### src/rtl/bp_be_mmu_cmd_buffer_pkg.sv
// Shared types for the BE <-> MMU command buffer.
// Defines the MMU command and response formats, their packed widths, the
// per-entry storage record, and the default buffer depth.
package bp_be_mmu_cmd_buffer_pkg;

    localparam int rv64_eaddr_width_gp         = 64;
    localparam int rv64_reg_data_width_gp      = 64;
    localparam int bp_be_mmu_cmd_buffer_els_gp = 4;

    typedef enum logic [3:0] {
        e_op_lb = 4'h0,
        e_op_lh = 4'h1,
        e_op_lw = 4'h2,
        e_op_ld = 4'h3,
        e_op_sb = 4'h8,
        e_op_sh = 4'h9,
        e_op_sw = 4'ha,
        e_op_sd = 4'hb
    } bp_be_mmu_op_e;

    typedef struct packed {
        bp_be_mmu_op_e                     mem_op;
        logic [rv64_eaddr_width_gp-1:0]    vaddr;
        logic [rv64_reg_data_width_gp-1:0] data;
    } bp_be_mmu_cmd_s;

    typedef struct packed {
        logic       load_misaligned;
        logic       store_misaligned;
        logic       load_access_fault;
        logic       store_access_fault;
        logic       load_page_fault;
        logic       store_page_fault;
        logic [1:0] rsvd;
    } bp_be_mmu_exception_s;

    typedef struct packed {
        bp_be_mmu_exception_s              exception;
        logic [rv64_reg_data_width_gp-1:0] data;
    } bp_be_mmu_resp_s;

    localparam int bp_be_mmu_cmd_width_gp  = $bits(bp_be_mmu_cmd_s);
    localparam int bp_be_mmu_resp_width_gp = $bits(bp_be_mmu_resp_s);

    typedef struct packed {
        bp_be_mmu_cmd_s  cmd;
        bp_be_mmu_resp_s resp;
        logic            filled;
    } bp_be_mmu_cmd_buffer_entry_s;

endpackage

### src/rtl/bp_be_mmu_cmd_buffer_ptr.sv
// Wrap-bit circular-buffer pointer.
// Ports: clk_i/reset_i (sync, active-high), inc_i advances by one,
// load_i overwrites with load_val_i (takes priority over inc_i), ptr_o is
// the registered pointer including its wrap bit in the MSB.
module bp_be_mmu_cmd_buffer_ptr #(
    parameter int ptr_width_p = 3
) (
    input  logic                   clk_i,
    input  logic                   reset_i,
    input  logic                   inc_i,
    input  logic                   load_i,
    input  logic [ptr_width_p-1:0] load_val_i,
    output logic [ptr_width_p-1:0] ptr_o
);

    always_ff @(posedge clk_i) begin
        if (reset_i) begin
            ptr_o <= '0;
        end else if (load_i) begin
            ptr_o <= load_val_i;
        end else if (inc_i) begin
            ptr_o <= ptr_o + ptr_width_p'(1);
        end
    end

endmodule

### src/rtl/bp_be_mmu_cmd_buffer.sv
// In-order multi-outstanding buffer between the BE memory pipe and the MMU.
// Ports:
//   cmd_i/cmd_v_i/cmd_ready_o          : commands from the BE (ready = not full)
//   mem_cmd_o/mem_cmd_v_o/mem_cmd_ready_i : issue port to the MMU
//   mem_resp_i/mem_resp_v_i            : in-order MMU responses, never stalled
//   resp_o/resp_v_o/resp_yumi_i        : head response back to the BE
//   flush_i                            : drop queued ops, squash in-flight ones
module bp_be_mmu_cmd_buffer
    import bp_be_mmu_cmd_buffer_pkg::*;
#(
    parameter int els_p         = bp_be_mmu_cmd_buffer_els_gp,
    parameter int eaddr_width_p = rv64_eaddr_width_gp,
    parameter int data_width_p  = rv64_reg_data_width_gp,
    parameter int cmd_width_p   = bp_be_mmu_cmd_width_gp,
    parameter int resp_width_p  = bp_be_mmu_resp_width_gp
) (
    input  logic                    clk_i,
    input  logic                    reset_i,
    input  logic [cmd_width_p-1:0]  cmd_i,
    input  logic                    cmd_v_i,
    output logic                    cmd_ready_o,
    output logic [cmd_width_p-1:0]  mem_cmd_o,
    output logic                    mem_cmd_v_o,
    input  logic                    mem_cmd_ready_i,
    input  logic [resp_width_p-1:0] mem_resp_i,
    input  logic                    mem_resp_v_i,
    output logic [resp_width_p-1:0] resp_o,
    output logic                    resp_v_o,
    input  logic                    resp_yumi_i,
    input  logic                    flush_i
);

    localparam int lg_els_lp    = $clog2(els_p);
    localparam int ptr_width_lp = lg_els_lp + 1;
    localparam int cnt_width_lp = $clog2(els_p + 1);

    if ((els_p < 2) || ((els_p & (els_p - 1)) != 0)) begin : g_bad_els
        $error("els_p must be a power of two >= 2");
    end
    if (cmd_width_p < eaddr_width_p + data_width_p) begin : g_bad_cmd
        $error("cmd_width_p too narrow for address and data");
    end

    logic [ptr_width_lp-1:0] wr_ptr, iss_ptr, fill_ptr, ret_ptr;
    logic [ptr_width_lp-1:0] iss_next;
    logic [ptr_width_lp-1:0] inflight;
    logic [cnt_width_lp-1:0] drop_cnt_r, drop_flush;

    logic [cmd_width_p-1:0]  cmd_mem  [els_p];
    logic [resp_width_p-1:0] resp_mem [els_p];
    logic [els_p-1:0]        filled_r;

    logic full, drop_idle;
    logic cmd_we, iss_inc, resp_we;

    assign drop_idle = (drop_cnt_r == '0);
    assign full      = (wr_ptr[lg_els_lp-1:0] == ret_ptr[lg_els_lp-1:0])
                     & (wr_ptr[lg_els_lp] != ret_ptr[lg_els_lp]);

    assign cmd_ready_o = ~full;
    assign mem_cmd_v_o = (iss_ptr != wr_ptr) & drop_idle;
    assign mem_cmd_o   = cmd_mem[iss_ptr[lg_els_lp-1:0]];
    assign resp_v_o    = filled_r[ret_ptr[lg_els_lp-1:0]];
    assign resp_o      = resp_mem[ret_ptr[lg_els_lp-1:0]];

    // A command accepted in a flush cycle is dropped, so wr does not advance.
    assign cmd_we  = cmd_v_i & cmd_ready_o & ~flush_i;
    assign iss_inc = mem_cmd_v_o & mem_cmd_ready_i;
    assign resp_we = mem_resp_v_i & drop_idle & ~flush_i;

    // Ops issued but not yet answered, counting an issue in this very cycle.
    // A response arriving alongside a flush retires the oldest of those (or
    // one of the already-squashed ones), so it is subtracted either way.
    assign iss_next   = iss_ptr + ptr_width_lp'(iss_inc);
    assign inflight   = iss_next - fill_ptr;
    assign drop_flush = drop_cnt_r + cnt_width_lp'(inflight)
                      - cnt_width_lp'(mem_resp_v_i);

    bp_be_mmu_cmd_buffer_ptr #(.ptr_width_p(ptr_width_lp)) wr_ptr_u (
        .clk_i(clk_i), .reset_i(reset_i), .inc_i(cmd_we),
        .load_i(flush_i), .load_val_i(wr_ptr), .ptr_o(wr_ptr)
    );
    bp_be_mmu_cmd_buffer_ptr #(.ptr_width_p(ptr_width_lp)) iss_ptr_u (
        .clk_i(clk_i), .reset_i(reset_i), .inc_i(iss_inc),
        .load_i(flush_i), .load_val_i(wr_ptr), .ptr_o(iss_ptr)
    );
    bp_be_mmu_cmd_buffer_ptr #(.ptr_width_p(ptr_width_lp)) fill_ptr_u (
        .clk_i(clk_i), .reset_i(reset_i), .inc_i(resp_we),
        .load_i(flush_i), .load_val_i(wr_ptr), .ptr_o(fill_ptr)
    );
    bp_be_mmu_cmd_buffer_ptr #(.ptr_width_p(ptr_width_lp)) ret_ptr_u (
        .clk_i(clk_i), .reset_i(reset_i), .inc_i(resp_yumi_i),
        .load_i(flush_i), .load_val_i(wr_ptr), .ptr_o(ret_ptr)
    );

    // Payload storage carries no reset; validity lives in the pointers and filled_r.
    always_ff @(posedge clk_i) begin
        if (cmd_we) begin
            cmd_mem[wr_ptr[lg_els_lp-1:0]] <= cmd_i;
        end
        if (resp_we) begin
            resp_mem[fill_ptr[lg_els_lp-1:0]] <= mem_resp_i;
        end
    end

    always_ff @(posedge clk_i) begin
        if (reset_i || flush_i) begin
            filled_r <= '0;
        end else begin
            if (resp_yumi_i) begin
                filled_r[ret_ptr[lg_els_lp-1:0]] <= 1'b0;
            end
            if (resp_we) begin
                filled_r[fill_ptr[lg_els_lp-1:0]] <= 1'b1;
            end
        end
    end

    // Issue is held off while drop_cnt_r is nonzero, which bounds it at els_p.
    always_ff @(posedge clk_i) begin
        if (reset_i) begin
            drop_cnt_r <= '0;
        end else if (flush_i) begin
            drop_cnt_r <= drop_flush;
        end else if (mem_resp_v_i && !drop_idle) begin
            drop_cnt_r <= drop_cnt_r - cnt_width_lp'(1);
        end
    end

endmodule

### config.mk
export PLATFORM = sky130hd
export DESIGN_NAME = bp_be_mmu_cmd_buffer
export DESIGN_NICKNAME = d
export VERILOG_FILES = /design/src/rtl/bp_be_mmu_cmd_buffer_pkg.sv /design/src/rtl/bp_be_mmu_cmd_buffer_ptr.sv /design/src/rtl/bp_be_mmu_cmd_buffer.sv
export SDC_FILE = /design/constraint.sdc
export NUM_CORES = 1
export LEC_CHECK = 0
export BUFFER_PORTS_ARGS = -buffer_cell sky130_fd_sc_hd__buf_2
export CAP_MARGIN = 20
export CORE_MARGIN = 8
export CORE_UTILIZATION = 45
export CTS_BUF_LIST = sky130_fd_sc_hd__clkbuf_2 sky130_fd_sc_hd__clkbuf_4 sky130_fd_sc_hd__clkbuf_8
export DETAILED_ROUTE_END_ITERATION = 6
export PLACE_DENSITY = 0.69
export SLEW_MARGIN = 20
export SYNTH_ARGS = -nofsm -noshare
export SYNTH_HDL_FRONTEND = slang
export SYNTH_SLANG_ARGS = --single-unit
### constraint.sdc
create_clock -name clk_i -period 3.24 [get_ports clk_i]
set_input_delay 0.162 -clock clk_i [delete_from_list [all_inputs] [get_ports clk_i]]
set_output_delay 0.162 -clock clk_i [all_outputs]
set_load 0.02 [all_outputs]
==> reports/metrics.cfg, run 1 <==
[outcome]
status=finished clean

[routing]
dr_total_vias=15514
routed_wl_um=69300
wl_per_cell_um=23.3
ant_nets=0
drc_errors=0
first_pass_iters=5
initialDrtViolationCount=1161
viasPerCell=5.21

[critical_path]
worstPathRequired_ps=3890
cp_slowest_cell=fa_1
path_delay_family=adder cells
crit_top_cell=fa_1
crit_arrival_ps=3760
crit_chain=inv_2 -> ha_2 -> nor2b_4 -> o311ai_4 -> fa_1 -> inv_1 -> fa_2 -> fa_1 -> xor2_1 -> xnor2_1 -> o21ai_1 -> mux2_2
cp-end-kind=flop
worstPathMaxFanout=3
slowest_delay_ps=520
start_kind=flop
path_buf_inv=2
crit_type=flop to flop

[clock_tree]
clock_sinks=839
postCtsSetupBuffers=0
htreeDepth=4
cts.reportedPaths.clkPinSlew_ps=60
clock_latency_ps=790
clk_path_buf_depth=3
cts_buffers=135
cts_root_buffer=clkbuf_8
cts_tree=built

[finish]
finalNonFillerCells=2976
final_util_pct=57.8
layout.nets=2214
final_common_cell=edfxtp_1
final_cell_mix=816 x edfxtp_1, 417 x buf_2, 211 x dlygate4sd3_1
drive_gt1_share_pct=43.7
area_growth_pct=27.8

[timing]
slew-limit-headroom_pct=54.5
slew_violations=0
period_share_pct=96.1
setup_viol=0
setup_slack_ps=127
worst_pin_slew_ps=682
hold_slack_ps=126
fmax_mhz=321
grt_setup_unrepaired=no
finalCriticalPeriod_ps=3110
hold_viol_final=0
skew_ps=32.2

[power_and_ir_drop]
power_density_nw_per_um2=623
finalPower_uw=24500
p_leak_uw=0.0134
ir_drop_v=0.000439

[die]
num_rows=96
fp.dieH_um=278
core_um2=68100
start_util_pct=45.2
die_w_um=278
ios=418
die_area_um2=77000

[synthesis]
synth_fp_nets=1446
yosys.area_share.simple_pct=0.773
synthesis.area_um2=30800
synthAdderAreaFrac_pct=0.935
yosysSeqAreaShare_pct=81.1
yosys_warnings=0
syn_avg_cell_area_um2=25.3
synth_cell_type_count=38
synth_xor_area_share_pct=0.427
synthMuxAreaShare_pct=15.1
syn-instance-count=1215
synth_top_family_by_area=multiplexers
synth_compound_area_share_pct=0.638
ys_seq_elements=839

[placed_design]
dp_cells=2517
portBuffers=417
hpwl_um=43900
gp_congestion=0.770
dp_slack_ps=-11.1

[job]
drv_cap=0

[grt]
overflow=0
grt_max_degree=73
first_global_vias=17004
grt_pass1_wl_um=105000
grtUsageTotal_pct=17.9
antenna_found_initial=10

[hold_path]
hold_class=input port to flop

## through the flow
step                setup TNS (ps)  instance area [um^2]
finish                           0                 39300
global placement             -1.62                 34500
floorplan                        0                 30800
CTS                              0                 39300
global route                     0                 39300
detailed placement           -11.1                 34500
## metal layers
metal / global-route usage [%] / wire length (um)
met1: 22.0 / 26900
met2: 28.5 / 33600
met3: 7.13 / 6640
met4: 6.88 / 2090
met5: 0 / 27
## final cells by class
| class | instances | area, um^2 |
|---|---|---|
| antenna | 12 | 30.0 |
| inverter | 15 | 56.3 |
| sequential | 839 | 25000 |
| tap | 882 | 1100 |
| clock inverter | 52 | 478 |
| fill | 4811 | 28800 |
| multi-input combinational | 311 | 5530 |
| timing repair buffer | 681 | 4920 |
| clock buffer | 184 | 2230 |
## registers in the layout, indices dropped and copies added (netlist names), named ones only
register / count
cmd_mem: 528
resp_mem: 288
filled_r: 4
drop_cnt_r: 3
fill_ptr_u.ptr_o: 3
iss_ptr_u.ptr_o: 3
ret_ptr_u.ptr_o: 3
wr_ptr_u.ptr_o: 3
## logic make-up (layout without fill, tap and decap cells)
| logic type | count (synthesis) | after routing |
|---|---|---|
| AOI/OAI and AO/OA | 24 | 24 |
| xor gates and xnor gates | 15 | 15 |
| adders and majority gates | 20 | 20 |
| buffers and inverters | 65 | 932 |
| DFF | 839 | 839 |
| muxes | 208 | 208 |
| other | 0 | 12 |
| and+or+nand+nor | 44 | 44 |
## what timing repair did
item / CTS / global route
hold buffers: 212 / 0
pin swaps: 0 / 1
gates resized for setup: 1 / 7
hold endpoints to repair: 839 / 0
setup endpoints to repair: 1 / 2
## cell usage after synthesis
cell / number / area, um^2
mux2i_1: 2 / 20.0
buf_2: 24 / 120
clkbuf_1: 17 / 63.8
nor3b_1: 1 / 7.51
edfxtp_1: 816 / 24500
xnor2_1: 8 / 70.1
nand3b_1: 1 / 7.51
nor2b_1: 2 / 12.5
o21bai_1: 1 / 7.51
and2_2: 4 / 30.0
a22oi_1: 4 / 30.0
mux2_2: 1 / 11.3
and3_1: 1 / 6.26
a311oi_4: 1 / 26.3
o311a_1: 1 / 10.0
nand2b_1: 2 / 12.5
a311oi_1: 1 / 8.76
nor2_1: 7 / 26.3
dfxtp_1: 23 / 460
a21boi_0: 4 / 30.0
nor4_2: 1 / 12.5
fa_1: 5 / 100
ha_1: 15 / 188
buf_1: 1 / 3.75
o311ai_4: 1 / 26.3
nand2_1: 7 / 26.3
inv_1: 15 / 56.3
o21a_1: 1 / 7.51
and2_1: 4 / 25.0
nor3_1: 7 / 35.0
nand4_1: 1 / 6.26
mux4_2: 204 / 4590
a21oi_1: 5 / 25.0
o21ai_0: 5 / 25.0
nand3_1: 6 / 30.0
mux4_1: 1 / 26.3
xor2_1: 7 / 61.3
buf_4: 8 / 60.1
## path summary, 6_finish.rpt
path                               startpoint               to  slack, ps  cells after the start
worst min register to register  drop_cnt_r[0]    drop_cnt_r[0]        550                      2
worst max-delay path            drop_cnt_r[1]    drop_cnt_r[2]        130                     12
worst min-delay path               cmd_i[111]  cmd_mem[1][111]        130                      2
worst max register to register  drop_cnt_r[1]    drop_cnt_r[2]        130                     12
## report_power, final
part,leakage (uW),internal [uW],switching (uW)
sequential,0.00759,12300,146
combinational,0.00443,1330,1710
clock,0.00142,4830,4200
total,0.0134,18500,6060
Power figures use the tool's default switching activity.
==> inputs of run 2 (changes only) <==
Settings changed: SYNTH_HIERARCHICAL from default to 1.
==> run 2 against run 1 <==
  * Worst hold slack improved by 34 ps
  * Global-route usage down 0.59 points
  * Clock power decreased by 4.1%
  * Utilization down 0.64 points
  * Power fell by 2.3%
  * Critical path depth down 2
  * Setup slack better by 38 ps
  * Cell count down 1.1%
  * Via count down 0.97%
  * Final area decreased by 1.1%
==> reports/metrics.cfg, run 2 <==
[finish]
nFillCells=4904  ; was 4811
final_cell_mix=816 x edfxtp_1, 417 x buf_2, 211 x dlygate4sd3_1  ; unchanged
drive_gt1_share_pct=43.1  ; was 43.7%
final_common_cell=edfxtp_1  ; unchanged
final_util_pct=57.1  ; was 57.8%
area_growth_pct=26.4  ; was 27.8%
layout.nets=2175  ; was 2214
largest_reg_flops=528  ; unchanged

[synthesis]
syn_avg_cell_area_um2=25.5  ; was 25.3 um^2
netlist_top_cells_count=816 x edfxtp_1, 205 x mux4_2, 25 x buf_2  ; was 816 x edfxtp_1, 204 x mux4_2, 24 x buf_2
yosys_warnings=6  ; was 0
synthFlopType=edfxtp_1  ; unchanged
synthTopCellsByArea=edfxtp_1 80%, mux4_2 15%, dfxtp_1 1.2%  ; was edfxtp_1 80%, mux4_2 15%, dfxtp_1 1.5%
synth_top_area_share_pct=79.7  ; was 79.6%
synth_edf_count=816  ; unchanged
ys_seq_elements=835  ; was 839
yosysSeqAreaShare_pct=80.9  ; was 81.1%
synth-async-reset-ratio_pct=0  ; unchanged
syn-instance-count=1204  ; was 1215
synth_area_leader_cell=edfxtp_1  ; unchanged
synthesis.area_um2=30800  ; about the same
yosysMostFrequentCell=edfxtp_1  ; unchanged
synth_fp_nets=1426  ; was 1446
synth_cell_type_count=40  ; was 38

[timing]
setup_viol=0  ; unchanged
slew-limit-headroom_pct=39.6  ; was 54.5%
hold_viol_final=0  ; unchanged
slew_violations=0  ; unchanged
period_share_pct=94.9  ; was 96.1%
fmax_mhz=325  ; was 321 MHz
grt_setup_unrepaired=no  ; unchanged
finalCriticalPeriod_ps=3070  ; was 3110 ps
skew_ps=39.2  ; was 32.2 ps
worst_pin_slew_ps=907  ; was 682 ps

[placed_design]
gp_congestion=0.742  ; was 0.770
hpwl_um=39900  ; was 43900 um
portBuffers=417  ; unchanged

[critical_path]
start_kind=flop  ; unchanged
r2r_slack_ps=170  ; was 130 ps
reg2reg_from=iss_ptr_u/ptr_o[0]  ; was drop_cnt_r[1]
crit_arrival_ps=3700  ; was 3760 ps
worstPathRequired_ps=3860  ; was 3890 ps
worstPathMaxFanout=4  ; was 3
crit_type=flop to flop  ; unchanged
cp-end-kind=flop  ; unchanged
timing.rr.end=drop_cnt_r[2]  ; unchanged
ff2ff_path_depth=10  ; was 12

[power_and_ir_drop]
finalPower_uw=23900  ; was 24500 uW
ir_drop_v=0.000534  ; was 0.000439 V
internal-power_uw=18100  ; was 18500 uW
p_leak_uw=0.0132  ; was 0.0134 uW
clkPwrFrac_pct=36.2  ; was 36.8%
switching_share_pct=24.3  ; was 24.7%
seqPwrFrac_pct=51.6  ; was 50.8%
p_sw_uw=5810  ; was 6060 uW
power_density_nw_per_um2=615  ; was 623 nW/um^2
comb_power_share_pct=12.2  ; was 12.4%

[hold_path]
worstHoldEndpoint=cmd_mem[0][116]  ; was cmd_mem[1][111]
hold_start=cmd_i[116]  ; was cmd_i[111]
min_path_cells=2  ; unchanged
hold_class=input port to flop  ; unchanged

[die]
die_w_um=277  ; was 278 um
num_rows=96  ; unchanged
start_util_pct=45.2  ; about the same
die_area_um2=77000  ; about the same
fp.dieH_um=277  ; was 278 um
ios=418  ; unchanged
core_um2=68100  ; unchanged

[routing]
first_pass_iters=5  ; unchanged
routed_wl_um=67500  ; was 69300 um
ant_nets=0  ; unchanged
drc_errors=0  ; unchanged
initialDrtViolationCount=1215  ; was 1161
wl_per_cell_um=22.9  ; was 23.3 um
dr_total_vias=15363  ; was 15514
viasPerCell=5.22  ; was 5.21

[clock_tree]
cts_tree=built  ; unchanged
clk_path_buf_depth=3  ; unchanged
cts.reportedPaths.clkPinSlew_ps=60  ; about the same
htreeDepth=4  ; unchanged
clock_latency_ps=750  ; was 790 ps
cts_buffers=135  ; unchanged
clock_sinks=835  ; was 839
cts_root_buffer=clkbuf_8  ; unchanged

[grt]
first_global_vias=16808  ; was 17004
grt_max_degree=135  ; was 73
antenna_found_initial=6  ; was 10
grtUsageTotal_pct=17.3  ; was 17.9%
overflow=0  ; unchanged
grt_pass1_wl_um=102000  ; was 105000 um

[outcome]
status=finished clean  ; unchanged

[job]
drv_cap=0  ; unchanged

==> run 2: changes by cell type after synthesis, sizes merged, moves of 6 or more <==
cell | before | now
ha | 15 | 6
clkbuf | 17 | 6
nor3 | 7 | 1
and2 | 8 | 1
a211oi | 0 | 13
nor2b | 2 | 8
buf | 33 | 42
==> run 2: how the worst max path moves through the flow <==
stage | depth (start not counted) | start | endpoint
final | 10 | iss_ptr_u/ptr_o[0] | drop_cnt_r[2]
after detailed placement | 11 | fill_ptr_u/ptr_o[0] | drop_cnt_r[2]
after global placement | 11 | fill_ptr_u/ptr_o[0] | drop_cnt_r[2]
after floorplan | 5 | ret_ptr_u/ptr_o[0] | cmd_mem[1][0]
after global routing | 11 | fill_ptr_u/ptr_o[0] | drop_cnt_r[2]
after CTS | 10 | iss_ptr_u/ptr_o[0] | drop_cnt_r[2]
==> run 2: routing by layer <==
layer | vias up | global-route usage (%) | part of all wire [%]
met5 | - | 0 | 0.046
met4 | 4 | 6.14 | 2.3
met3 | 112 | 6.02 | 8.2
met2 | 567 | 28.2 | 50
met1 | 7958 | 21.5 | 39
li1 | 6722 | - | -
==> run 2: cell type report <==
| cell class | count | area, um^2 | area share (%) |
|---|---|---|---|
| well taps | 882 | 1100 | 2.84 |
| clock buffers | 185 | 2250 | 5.77 |
| clock inverters | 54 | 349 | 0.898 |
| multi-input cells | 302 | 5540 | 14.2 |
| diodes | 6 | 15.0 | 0.0386 |
| repair buffers | 660 | 4670 | 12.0 |
| inverters | 19 | 71.3 | 0.183 |
| flip-flops and latches | 835 | 24900 | 64.0 |
==> run 2: power groups by stage <==
stage                     combinational (uW)  sequential [uW]  clock [uW]
final                                   2920            12400        8660
after global placement                  2680            12500           0
after detailed placement                2710            12600           0
after CTS                               2970            12400        8880
after global routing                    3140            12400        9350
after floorplan                         1750            12600           0
==> run 2: repair_timing <==
item	4_1_cts	5_1_grt
buffers inserted	0	0
endpoints found under the setup margin	39	1
hold endpoints to repair	835	0
pin swaps	0	1
cloned	1	0
hold buffers	211	0
resized for setup	3	2
==> run 2: cells by family (layout without fill, tap and decap cells) <==
kind of cell    after synthesis  in the layout  share of synthesized area [%]
buf+inv                      67            918                           1.40
simple gates                 38             38                          0.789
other cells                   0              6                              0
xor+xnor                     14             14                          0.399
fa+ha+maj                    11             11                          0.569
mux                         209            209                           15.1
flops                       835            835                           80.9
compound gates               30             30                          0.818
==> run 2: worst max-delay path, stage by stage (launching register included) <==
cell      delay (ps)
dfxtp_4          380
fa_1             510
inv_1             50
fa_1             480
inv_1             50
fa_2             340
fa_2             390
xor2_1           170
xnor2_1          150
a221oi_1         310
o41ai_1          110
==> run 2: per-stage QoR <==
stage	TNS (ps)	std cells	hold slack (ps)	instance area, um^2	setup WS (ps)
2_1_floorplan	-543010	1204	225	30800	-1480
3_3_place_gp	0	2486	371	34100	107
3_5_place_dp	0	2486	377	34100	97.0
4_1_cts	0	2937	63.0	38900	77.7
5_1_grt	0	2940	96.0	38900	53.0
6_report	0	2943	160	38900	165
==> inputs of run 3 (changes only) <==
Settings changed: ABC_CLOCK_PERIOD_IN_PS from default to 3240, CORE_UTILIZATION 45 to 54, CTS_CLUSTER_DIAMETER from default to 80, PLACE_DENSITY 0.69 to 0.81.
==> run 3 against run 2 <==
  * Combinational power up 3%
  * Highest routed layer unchanged
  * Largest cell class unchanged
  * Critical path depth grew 1
  * First-iteration DRC count is 11% higher
  * Die area down 16%
  * Final area fell by 0.51%
  * Utilization rose by 12 points
==> reports/metrics.cfg, run 3 (synthesis gave the netlist of run 2 again) <==
[outcome]
status=finished clean  ; unchanged

[timing]
slew_violations=0  ; unchanged
setup_viol=0  ; unchanged
finalCriticalPeriod_ps=3060  ; was 3070 ps
skew_ps=43.3  ; was 39.2 ps
setup_slack_ps=180  ; was 165 ps
fmax_mhz=327  ; was 325 MHz
hold_viol_final=0  ; unchanged
grt_setup_unrepaired=no  ; unchanged
worst_pin_slew_ps=1160  ; was 907 ps
period_share_pct=94.4  ; was 94.9%
slew-limit-headroom_pct=22.8  ; was 39.6%
tns_ps=0  ; unchanged

[power_and_ir_drop]
p_sw_uw=6030  ; was 5810 uW
switching_share_pct=25.1  ; was 24.3%
internal-power_uw=18000  ; was 18100 uW
power_density_nw_per_um2=622  ; was 615 nW/um^2
clkPwrFrac_pct=36.1  ; was 36.2%
seqPwrFrac_pct=51.4  ; was 51.6%
comb_power_share_pct=12.5  ; was 12.2%
p_leak_uw=0.0132  ; about the same
ir_drop_v=0.000588  ; was 0.000534 V
finalPower_uw=24100  ; was 23900 uW

[clock_tree]
cts_tree=built  ; unchanged
clk_path_buf_depth=3  ; unchanged
htreeDepth=4  ; unchanged
clock_sinks=835  ; unchanged
cts.reportedPaths.clkPinSlew_ps=70  ; was 60 ps
cts_root_buffer=clkbuf_8  ; unchanged
clock_latency_ps=780  ; was 750 ps
cts_buffers=131  ; was 135

[die]
fp.dieH_um=255  ; was 277 um
die_area_um2=64900  ; was 77000 um^2
ios=418  ; unchanged
die_w_um=255  ; was 277 um
num_rows=87  ; was 96
start_util_pct=54.6  ; was 45.2%
core_um2=56400  ; was 68100 um^2

[routing]
ant_nets=0  ; unchanged
dr_total_vias=16050  ; was 15363
first_pass_iters=5  ; unchanged
viasPerCell=5.69  ; was 5.22
top_layer=met5  ; unchanged
initialDrtViolationCount=1345  ; was 1215
met2_length_um=39600  ; was 33900 um
routed_wl_um=75900  ; was 67500 um
drc_errors=0  ; unchanged
wl_met3_um=7690  ; was 5510 um
drt-met1-wl_um=26000  ; was 26500 um
wl_per_cell_um=26.9  ; was 22.9 um

[finish]
final_util_pct=68.6  ; was 57.1%
drive_gt1_share_pct=43.0  ; was 43.1%
final_common_cell=edfxtp_1  ; unchanged
largest_reg_flops=528  ; unchanged
layout.nets=2174  ; was 2175
area_growth_pct=25.8  ; was 26.4%
postLayoutCellArea_um2=38700  ; was 38900 um^2
final_cell_mix=816 x edfxtp_1, 417 x buf_2, 211 x dlygate4sd3_1  ; unchanged

[critical_path]
crit_top_cell=inv_1
cp-end-kind=flop  ; unchanged
cp_slowest_cell=fa_1  ; unchanged
crit_chain=inv_1 -> fa_1 -> inv_1 -> fa_1 -> inv_1 -> fa_2 -> fa_2 -> xor2_1 -> xnor2_1 -> a221oi_2 -> o41ai_1  ; was fa_1 -> inv_1 -> fa_1 -> inv_1 -> fa_2 -> fa_2 -> xor2_1 -> xnor2_1 -> a221oi_1 -> o41ai_1
start_kind=flop  ; unchanged
crit_arrival_ps=3680  ; was 3700 ps
path_delay_family=adder cells  ; unchanged
slowest_delay_ps=480  ; was 510 ps
path_buf_inv=3  ; was 2
worstPathRequired_ps=3860  ; about the same
worstPathMaxFanout=3  ; was 4
crit_type=flop to flop  ; unchanged

[placed_design]
portBuffers=417  ; unchanged
dp_slack_ps=92.4  ; was 97.0 ps
hpwl_um=42000  ; was 39900 um
place_area_um2=34000  ; was 34100 um^2
gp_congestion=0.770  ; was 0.742

[job]
drv_cap=0  ; unchanged

[grt]
overflow=0  ; unchanged
grt_max_degree=135  ; unchanged
grt_pass1_wl_um=111000  ; was 102000 um
antenna_found_initial=10  ; was 6
first_global_vias=17547  ; was 16808
grtUsageTotal_pct=23.4  ; was 17.3%

[hold_path]
hold_class=input port to flop  ; unchanged

run 3: changes by cell type in the layout (fill, tap and decap cells not counted), moves of 2 or more:
cell,previous run,this run
clkinv_1,34,36
buf_4,15,18
diode_2,6,9
clkinv_2,5,12
inv_6,5,3
clkinv_8,3,1
buf_12,14,17
inv_8,3,5
clkbuf_4,48,37
run 3: power groups by stage:
stage / Sequential, uW / Combinational, uW / Clock [uW]
4_1_cts: 12400 / 2980 / 8670
6_report: 12400 / 3010 / 8690
3_5_place_dp: 12600 / 2730 / 0
2_1_floorplan: 12600 / 1750 / 0
5_1_grt: 12400 / 3180 / 9290
3_3_place_gp: 12500 / 2690 / 0
run 3: final cells by class:
cell class	instances	area (um^2)
sequential	835	24900
timing repair buffer	663	4670
inverter	19	71.3
multi-input combinational	302	5540
tap	756	946
antenna	9	22.5
clock inverter	62	385
clock buffer	173	2150
fill	3247	17700
run 3: metal layers:
layer	track usage (%)	vias up
li1	-	6719
met1	26.8	8226
met2	40.3	954
met3	7.93	149
met4	9.33	2
met5	0	-
run 3: final timing paths:
check	depth (start not counted)	slack, ps	to	startpoint
max	11	180	drop_cnt_r[2]	fill_ptr_u/ptr_o[0]
min	2	160	cmd_mem[3][116]	cmd_i[116]
max reg2reg	11	180	drop_cnt_r[2]	fill_ptr_u/ptr_o[0]
min reg2reg	2	500	filled_r[3]	filled_r[3]
run 3: timing repair:
| action | in CTS | in global routing |
|---|---|---|
| endpoints found under the setup margin | 0 | 1 |
| hold buffers | 211 | 0 |
| hold endpoints to repair | 839 | 0 |
| gates resized for setup | 0 | 3 |
| buffers inserted | 0 | 0 |
run 3: through the flow:
stage	hold WS [ps]	cells
after global placement	371	2364
after detailed placement	378	2364
final	162	2819
after global routing	106	2817
after floorplan	225	1204
after CTS	59.6	2810
